--- config.mk ---
export PLATFORM = sky130hd
export DESIGN_NAME = avl_read_cache
export DESIGN_NICKNAME = d
export VERILOG_FILES = /design/src/rtl/avl_read_cache.sv
export SDC_FILE = /design/constraint.sdc
export NUM_CORES = 1
export LEC_CHECK = 0
export CORE_ASPECT_RATIO = 0.8
export CORE_MARGIN = 4
export CORE_UTILIZATION = 33
export DETAILED_ROUTE_END_ITERATION = 10
export PLACE_DENSITY_LB_ADDON = 0.1
export SYNTH_ARGS = -nofsm -noshare
export SYNTH_HDL_FRONTEND = slang
export SYNTH_SLANG_ARGS = --single-unit
--- constraint.sdc ---
create_clock -name clk -period 20.3 [get_ports clk]
set_clock_uncertainty 0.2 [all_clocks]
set_input_delay 4.06 -clock clk [delete_from_list [all_inputs] [get_ports clk]]
set_output_delay 4.06 -clock clk [all_outputs]
set_load 0.1 [all_outputs]
--- src/rtl/avl_read_cache.sv ---
// Direct-mapped, one-word-per-line read cache placed between an Avalon master and memory.
// Reads allocate. Writes go straight through and are not allocated. kseg1 can be made uncached.
module avl_read_cache #(
    parameter int INDEX_BITS   = 4,
    parameter bit BYPASS_KSEG1 = 1'b1
) (
    input  logic        clk,
    input  logic        rst,
    input  logic [31:0] s_address,
    input  logic [3:0]  s_byteenable,
    input  logic [31:0] s_writedata,
    input  logic        s_read,
    input  logic        s_write,
    output logic [31:0] s_readdata,
    output logic        s_waitrequest,
    output logic [31:0] m_address,
    output logic [3:0]  m_byteenable,
    output logic [31:0] m_writedata,
    output logic        m_read,
    output logic        m_write,
    input  logic [31:0] m_readdata,
    input  logic        m_waitrequest
);
    localparam int LINES = 1 << INDEX_BITS;
    localparam int TAG_W = 30 - INDEX_BITS;

    typedef enum logic [2:0] {IDLE, FILL, BYP_RD, WR, RESP} state_t;

    state_t                  state;
    logic [LINES-1:0]        valid;
    logic [TAG_W-1:0]        tag_mem [LINES];
    logic [31:0]             data_mem [LINES];
    logic [31:0]             resp_data;

    logic [INDEX_BITS-1:0]   idx;
    logic [TAG_W-1:0]        tag;
    logic                    cacheable;
    logic                    hit;
    logic [31:0]             line_data;
    logic                    fill_we;
    logic                    merge_we;
    logic                    unused_addr_bits;

    function automatic logic [31:0] merge_bytes(input logic [31:0] old_word,
                                                input logic [31:0] new_word,
                                                input logic [3:0]  be);
        logic [31:0] res;
        for (int b = 0; b < 4; b++) begin
            res[8*b +: 8] = be[b] ? new_word[8*b +: 8] : old_word[8*b +: 8];
        end
        return res;
    endfunction

    assign idx              = s_address[INDEX_BITS+1:2];
    assign tag              = s_address[31:INDEX_BITS+2];
    assign unused_addr_bits = ^s_address[1:0];
    assign cacheable        = !(BYPASS_KSEG1 && (s_address[31:29] == 3'b101));
    assign line_data        = data_mem[idx];
    // An invalid line short-circuits the compare, so unreset tags never leak X.
    assign hit              = cacheable && valid[idx] && (tag_mem[idx] == tag);

    assign fill_we  = !rst && (state == FILL) && !m_waitrequest;
    assign merge_we = !rst && (state == WR) && !m_waitrequest && hit;

    always_ff @(posedge clk) begin
        if (fill_we) begin
            data_mem[idx] <= m_readdata;
            tag_mem[idx]  <= tag;
        end else if (merge_we) begin
            data_mem[idx] <= merge_bytes(line_data, s_writedata, s_byteenable);
        end
    end

    always_ff @(posedge clk) begin
        if (rst) begin
            state     <= IDLE;
            valid     <= '0;
            resp_data <= '0;
        end else begin
            case (state)
                IDLE: begin
                    if (s_write)
                        state <= WR;
                    else if (s_read && !cacheable)
                        state <= BYP_RD;
                    else if (s_read && !hit)
                        state <= FILL;
                end
                FILL: begin
                    if (!m_waitrequest) begin
                        valid[idx] <= 1'b1;
                        resp_data  <= m_readdata;
                        state      <= RESP;
                    end
                end
                BYP_RD: begin
                    if (!m_waitrequest) begin
                        resp_data <= m_readdata;
                        state     <= RESP;
                    end
                end
                WR: begin
                    if (!m_waitrequest)
                        state <= RESP;
                end
                RESP:    state <= IDLE;
                default: state <= IDLE;
            endcase
        end
    end

    // Downstream signals follow the held upstream request; reset forces everything quiet.
    always_comb begin
        s_waitrequest = 1'b1;
        s_readdata    = '0;
        m_read        = 1'b0;
        m_write       = 1'b0;
        m_address     = '0;
        m_byteenable  = '0;
        m_writedata   = '0;
        if (!rst) begin
            m_address    = {s_address[31:2], 2'b00};
            m_byteenable = s_byteenable;
            m_writedata  = s_writedata;
            s_readdata   = resp_data;
            case (state)
                IDLE: begin
                    s_waitrequest = s_write || (s_read && !hit);
                    if (hit)
                        s_readdata = line_data;
                end
                FILL: begin
                    m_read       = 1'b1;
                    m_byteenable = 4'b1111;
                end
                BYP_RD:  m_read = 1'b1;
                WR:      m_write = 1'b1;
                RESP:    s_waitrequest = 1'b0;
                default: ;
            endcase
        end
    end
endmodule

==> results of run 1 <==
## worst register-to-register path, delay by kind of cell, from the launching register on
kind	cells	cell delay (ns)
compound gates	2	1.70
xor+xnor	1	0.10
buf+inv	1	0.61
flops	1	0.35
mux	2	0.69
simple gates	3	1.83
## worst max-delay path by stage
| stage | end | startpoint | slack, ns | cells past startpoint |
|---|---|---|---|---|
| 2_1_floorplan | s_waitrequest | s_address[3] | 7.82 | 10 |
| 3_3_place_gp | s_readdata[4] | s_address[2] | 5.92 | 11 |
| 3_5_place_dp | s_readdata[4] | s_address[2] | 5.92 | 11 |
| 4_1_cts | s_readdata[4] | s_address[2] | 5.92 | 11 |
| 5_1_grt | s_readdata[4] | s_address[2] | 5.72 | 11 |
| 6_report | s_readdata[20] | s_address[2] | 6.15 | 11 |
## sequential cells by signal (all words and copies together) (netlist names)
register / cells
valid: 16
resp_data: 32
state: 3
data_mem: 512
tag_mem: 416
## cell usage after synthesis, types with 5 or more instances
| cell | instances | area, sq um |
|---|---|---|
| dfxtp_1 | 51 | 1020 |
| nand2_1 | 179 | 672 |
| mux4_2 | 245 | 5520 |
| o22ai_1 | 25 | 156 |
| xnor2_1 | 18 | 158 |
| nand2b_1 | 70 | 438 |
| a221oi_1 | 7 | 61.3 |
| buf_6 | 5 | 56.3 |
| mux2i_1 | 87 | 871 |
| xor2_1 | 16 | 140 |
| nor3_1 | 8 | 40.0 |
| edfxtp_1 | 928 | 27900 |
| a211oi_1 | 17 | 128 |
| a22o_1 | 7 | 61.3 |
| a2111oi_0 | 5 | 43.8 |
| mux2_2 | 24 | 270 |
| mux2_1 | 28 | 315 |
| buf_2 | 21 | 105 |
| o21ai_0 | 12 | 60.1 |
| buf_1 | 6 | 22.5 |
| nor4_1 | 5 | 31.3 |
| inv_1 | 24 | 90.1 |
| nor2_1 | 35 | 131 |
| nor2b_1 | 63 | 394 |
| clkbuf_1 | 71 | 267 |
| buf_4 | 22 | 165 |
| a21oi_1 | 42 | 210 |
## through the flow
step,hold slack [ns],setup WS (ns),area (sq um),util
floorplan,0.237,7.82,39800,-
global placement,0.242,5.92,44000,0.369
detailed placement,0.247,5.92,44000,0.369
CTS,0.256,5.92,47400,0.398
global route,0.269,5.72,47400,0.398
finish,0.253,6.15,47400,0.398
## power by group
group / internal [mW] / switching, mW / total, mW
Clock: 1.13 / 0.769 / 1.90
Combinational: 0.120 / 0.237 / 0.357
Sequential: 2.22 / 0.00456 / 2.22
## metal layers
layer	up-vias	GRT usage	wire (microns)
met5	-	0	0
li1	8830	-	-
met2	420	0.272	51300
met3	129	0.0247	4230
met1	10900	0.237	48600
met4	0	0.0372	2010
## final cells by class
cell class,count,share of cell area
sequential,979,0.610
multi-input combinational,952,0.221
clock buffer,130,0.0592
timing repair buffer,259,0.0524
tap,1610,0.0425
clock inverter,60,0.0128
inverter,29,0.00232
## kinds of logic after synthesis
| logic type | share of synthesized area |
|---|---|
| other | 0.0000942 |
| AOI/OAI and AO/OA | 0.0246 |
| muxes | 0.176 |
| DFF | 0.726 |
| buffers and inverters | 0.0189 |
| xor gates and xnor gates | 0.00748 |
| and+or+nand+nor | 0.0478 |
==> out/summary.txt, run 1 <==
Post-cts sizing count = 0
Terminus of the critical flop-to-flop path = data_mem[6][29]
Required time worst endpoint = 16.04 ns
Fill cells = 10700
Core footprint = 0.119 sq mm
Post-route minimum period = 14.15 ns
Die Wd = 396 microns
Worst Hold End = resp_data[17]
CP cell instances = buf_8, buf_12, buf_4, mux4_2, a22o_1, a21oi_1, nor3b_2, nand4_4, buf_4, mux2i_1, clkdlybuf4s50_1
Tcrit/Tclk final = 0.697
Ys async rst share = 0
Worst-skew pair later-pin latency = 0.66 ns
# DRC = 0
Via Count = 20300
Min-Delay Path Class = flip-flop to flip-flop
Buffers on Ports = 203
Total track usage = 0.167
Crit. End Element = primary output
Slew @ Worst Pin = 1.26 ns
Drt total wl = 106000 microns
Layout area overhead = 19.0%
Final setup fails = 0
Maximum VDD drop = 0.0000530 V
Seq cells post-synth = 979
Final ANT Viol Nets = 0
CP max stage delay = 1.22 ns
Number of synthesized flops with an enable pin = 928
Max Fclk = 70.7 MHz
Clock slew at reported path FFs = 0.06 ns
GR Overflow Total = 0
YS warnings = 0
Hold path cells = 2
Crit path DAT = 9.89 ns
Cell family with most CP delay = buffers and inverters
Normalized max-slew margin = 0.159
Starting DRT DRC Count = 1456
Most frequent cells in the layout = 928 x edfxtp_1, 245 x mux4_2, 198 x clkdlybuf4s50_1
Ratio of cells with drive above 1 in the final layout = 0.218
Synth unique cells = 62
Total iterations of the first detailed-routing run = 7
Non-filler cells, final = 4019
Top_reg_cell synth = edfxtp_1
Initial antenna violation count = 2
P_leak = 15.1 nW
Reg2reg path depth = 9
Final Hold Viols = 0
Register area = 0.0289 sq mm
Netlist Area Pre-Place = 0.0398 sq mm
Count of hold-fix buffers inserted at cts = 0
Vias in the first global route = 21400
First-pass GRT wire length = 153000 microns
Mapped Cells = 2086
Crit-path max FO = 96
Max-slew violation count = 0
Status = complete, no violations
Die area = 0.126 sq mm
Most common cell after layout, fill and taps aside = edfxtp_1
Clock buffer depth = 3
Syn avg cell area = 19.1 sq um
Routed WL per cell = 26.4 microns
Worst r2r src = tag_mem[15][20]
Final #Nets = 2431
Vias per cell = 5.05
R2r setup slk = 14.44 ns
CP Buf/Inv Count = 5
CTS tree = yes
Crit-path slowest cell = clkdlybuf4s50_1
Initial core utilization = 0.334
Root buffer cell = clkbuf_16
Largest net degree at the start of global routing = 128
Crit start category = input port
Post-detail-place hpwl = 59400 microns
Pwr Density = 94.5 mW/mm^2
Seq/Total Area, Yosys = 0.726
Sink Count = 979
Number of CTS-inserted buffers = 105
Most used cell, CP = buf_4
Num rows = 113
Die height = 319 microns
HP Start = resp_data[17]
Worst Setup Path Type = input port to primary output
Unrepaired setup endpoints after global routing = false
ANT cells = 0
Placed Cells = 3829
Setup_tns = 0 ns
Post-CTS Setup Inserts = 0
Multi-input gate area = 0.0105 sq mm
Max-cap violations = 0
H-tree depth = 3
I/O pin count = 208
Power, Total = 4.48 mW
GPL Wtd Cong = 0.725
Note: power is estimated with default switching activity, not from simulation.
==> run 2, diff against run 1 <==
==> constraint.sdc (replaced) <==
create_clock -name clk -period 12.7 [get_ports clk]
set_clock_uncertainty 0.2 [all_clocks]
set_input_delay 2.54 -clock clk [delete_from_list [all_inputs] [get_ports clk]]
set_output_delay 2.54 -clock clk [all_outputs]
set_load 0.1 [all_outputs]
==> run 2 against run 1 <==
Sequential share of layout area is essentially flat; register-to-register slack lost 6.9 ns; total power grew 60%; first-iteration DRC count grew 4.1%; worst setup slack lost 4.5 ns; flip-flop and latch count is the same; worst hold slack gained 0.0030 ns; clock power grew 58%; critical path type unchanged; largest cell class unchanged.
==> out/summary.txt, run 2 (synthesis gave the netlist of run 1 again) <==
Normalized max-slew margin = 0.229 (was 0.159)
Tcrit/Tclk final = 0.873
Clk network pwr share = 0.422 (was 0.423)
Largest net degree at the start of global routing = 129 (was 128)
Root buffer cell = clkbuf_16 (unchanged)
# DRC = 0 (unchanged)
Most common cell after layout, fill and taps aside = edfxtp_1 (unchanged)
Clock buffer depth = 3 (unchanged)
Num rows = 113 (unchanged)
First-pass GRT wire length = 156000 microns (was 153000 microns)
Unrepaired setup endpoints after global routing = false (unchanged)
Total track usage = 0.170 (was 0.167)
CTS tree = yes (unchanged)
Max-slew violation count = 0 (unchanged)
Crit start category = input port (unchanged)
NetSw = 1.64 mW (was 1.01 mW)
Post-cts sizing count = 0 (unchanged)
Max-cap violations = 0 (unchanged)
Initial core utilization = 0.334 (unchanged)
Starting DRT DRC Count = 1516 (was 1456)
Setup_tns = 0 ns (unchanged)
Worst-skew pair later-pin latency = 0.69 ns (was 0.66 ns)
Gate power share = 0.080 (about the same)
Post-detail-place hpwl = 59200 microns (was 59400 microns)
Die area = 0.126 sq mm (unchanged)
Most frequent cells in the layout = 928 x edfxtp_1, 245 x mux4_2, 193 x clkdlybuf4s50_1 (was 928 x edfxtp_1, 245 x mux4_2, 198 x clkdlybuf4s50_1)
Slew @ Worst Pin = 1.16 ns (was 1.26 ns)
Required time worst endpoint = 9.96 ns (was 16.04 ns)
Clock slew at reported path FFs = 0.06 ns (about the same)
Number of CTS-inserted buffers = 106 (was 105)
Sink Count = 979 (unchanged)
Worst Setup Path Type = input port to primary output (unchanged)
Layout area overhead = 19.1% (was 19.0%)
GR Overflow Total = 0 (unchanged)
Routed WL per cell = 26.7 microns (was 26.4 microns)
Min-Delay Path Class = flip-flop to flip-flop (unchanged)
Post-CTS Setup Inserts = 0 (unchanged)
Core footprint = 0.119 sq mm (unchanged)
Reg2reg path depth = 9 (unchanged)
P_int = 5.50 mW (was 3.47 mW)
Final #Nets = 2434 (was 2431)
Final setup fails = 0 (unchanged)
Switch share = 0.229 (was 0.226)
Post-route minimum period = 11.09 ns
Status = complete, no violations (unchanged)
Vias in the first global route = 21800 (was 21400)
Largest register by flop count = data_mem (unchanged)
Max FFs per register = 512 (unchanged)
Largest registers = data_mem (512), tag_mem (416), resp_data (32) (unchanged)
Power, Total = 7.14 mW (was 4.48 mW)
Die height = 319 microns (unchanged)
Hold path cells = 2 (unchanged)
Buffers on Ports = 203 (unchanged)
GPL Wtd Cong = 0.720 (was 0.725)
Worst setup margin = 1.61 ns (was 6.15 ns)
Final Hold Viols = 0 (unchanged)
Max Fclk = 90.2 MHz
Pwr Density = 151 mW/mm^2 (was 94.5 mW/mm^2)
Maximum VDD drop = 0.0000951 V (was 0.0000530 V)
Count of hold-fix buffers inserted at cts = 0 (unchanged)
H-tree depth = 3 (unchanged)
Pre-CTS WS = 1.55 ns (was 5.92 ns)
Die Wd = 396 microns (unchanged)
Crit path DAT = 8.35 ns (was 9.89 ns)
Initial antenna violation count = 3 (was 2)
Via Count = 20400 (was 20300)
Drt total wl = 107000 microns (was 106000 microns)
Final ANT Viol Nets = 0 (unchanged)
Crit. End Element = primary output (unchanged)
Reg power frac = 0.498 (was 0.497)
Vias per cell = 5.07 (was 5.05)
Ratio of cells with drive above 1 in the final layout = 0.221 (was 0.218)
P_leak = 15.1 nW (about the same)
Total iterations of the first detailed-routing run = 5 (was 7)
I/O pin count = 208 (unchanged)
Crit-path max FO = 57 (was 96)
-- run 2: cell type report --
| type | count | area, sq um |
|---|---|---|
| diodes | 1 | 2.50 |
| clock buffers | 139 | 2900 |
| clock inverters | 54 | 500 |
| fillers | 10700 | 71800 |
| inverters | 29 | 110 |
| multi-input cells | 952 | 10500 |
| flip-flops and latches | 979 | 28900 |
| well taps | 1610 | 2010 |
| repair buffers | 261 | 2510 |
-- run 2: layer usage --
metal | global-route usage | vias to the layer above | wire length, microns
li1 | - | 8850 | -
met1 | 0.237 | 11000 | 48600
met2 | 0.280 | 412 | 52100
met3 | 0.0297 | 137 | 4480
met4 | 0.0353 | 2 | 2030
met5 | 0 | - | 13
-- run 2: stage by stage --
step	hold WS (ns)	utilization	area (sq um)	instances
2_1_floorplan	0.237	-	39800	2087
3_3_place_gp	0.242	0.369	44000	3831
3_5_place_dp	0.247	0.369	44000	3831
4_1_cts	0.255	0.398	47400	4024
5_1_grt	0.266	0.398	47400	4024
6_report	0.256	0.398	47400	4025
-- run 2: final timing paths --
kind / startpoint / endpoint / slack (ns)
max reg2reg: tag_mem[14][20] / data_mem[0][4] / 7.51
min: resp_data[14] / resp_data[14] / 0.26
max: s_address[2] / s_readdata[22] / 1.61
min reg2reg: resp_data[14] / resp_data[14] / 0.26
-- run 2: critical path, cell delays in order --
cell	delay (ns)
buf_8	0.49
nand2_1	0.70
o22ai_1	0.41
a221oi_1	0.10
xor2_1	0.19
nor4_1	0.80
o221a_2	0.46
nand4_4	0.76
mux2i_1	0.47
clkdlybuf4s50_1	1.25
-- run 2: power by group through the flow --
stage	sequential [mW]	combinational (mW)	clock (mW)
6_report	3.56	0.573	3.01
5_1_grt	3.55	0.613	3.24
4_1_cts	3.55	0.584	3.10
3_5_place_dp	3.62	0.583	0
3_3_place_gp	3.62	0.576	0
2_1_floorplan	3.62	0.378	0
==> run 3, diff against run 2 <==
--- a/config.mk
+++ b/config.mk
@@ -13,3 +13,4 @@
 export SYNTH_ARGS = -nofsm -noshare
 export SYNTH_HDL_FRONTEND = slang
 export SYNTH_SLANG_ARGS = --single-unit
+export TNS_END_PERCENT = 1
==> results of run 3 <==
Final layout, timing and power as in run 2 (identical DEF).
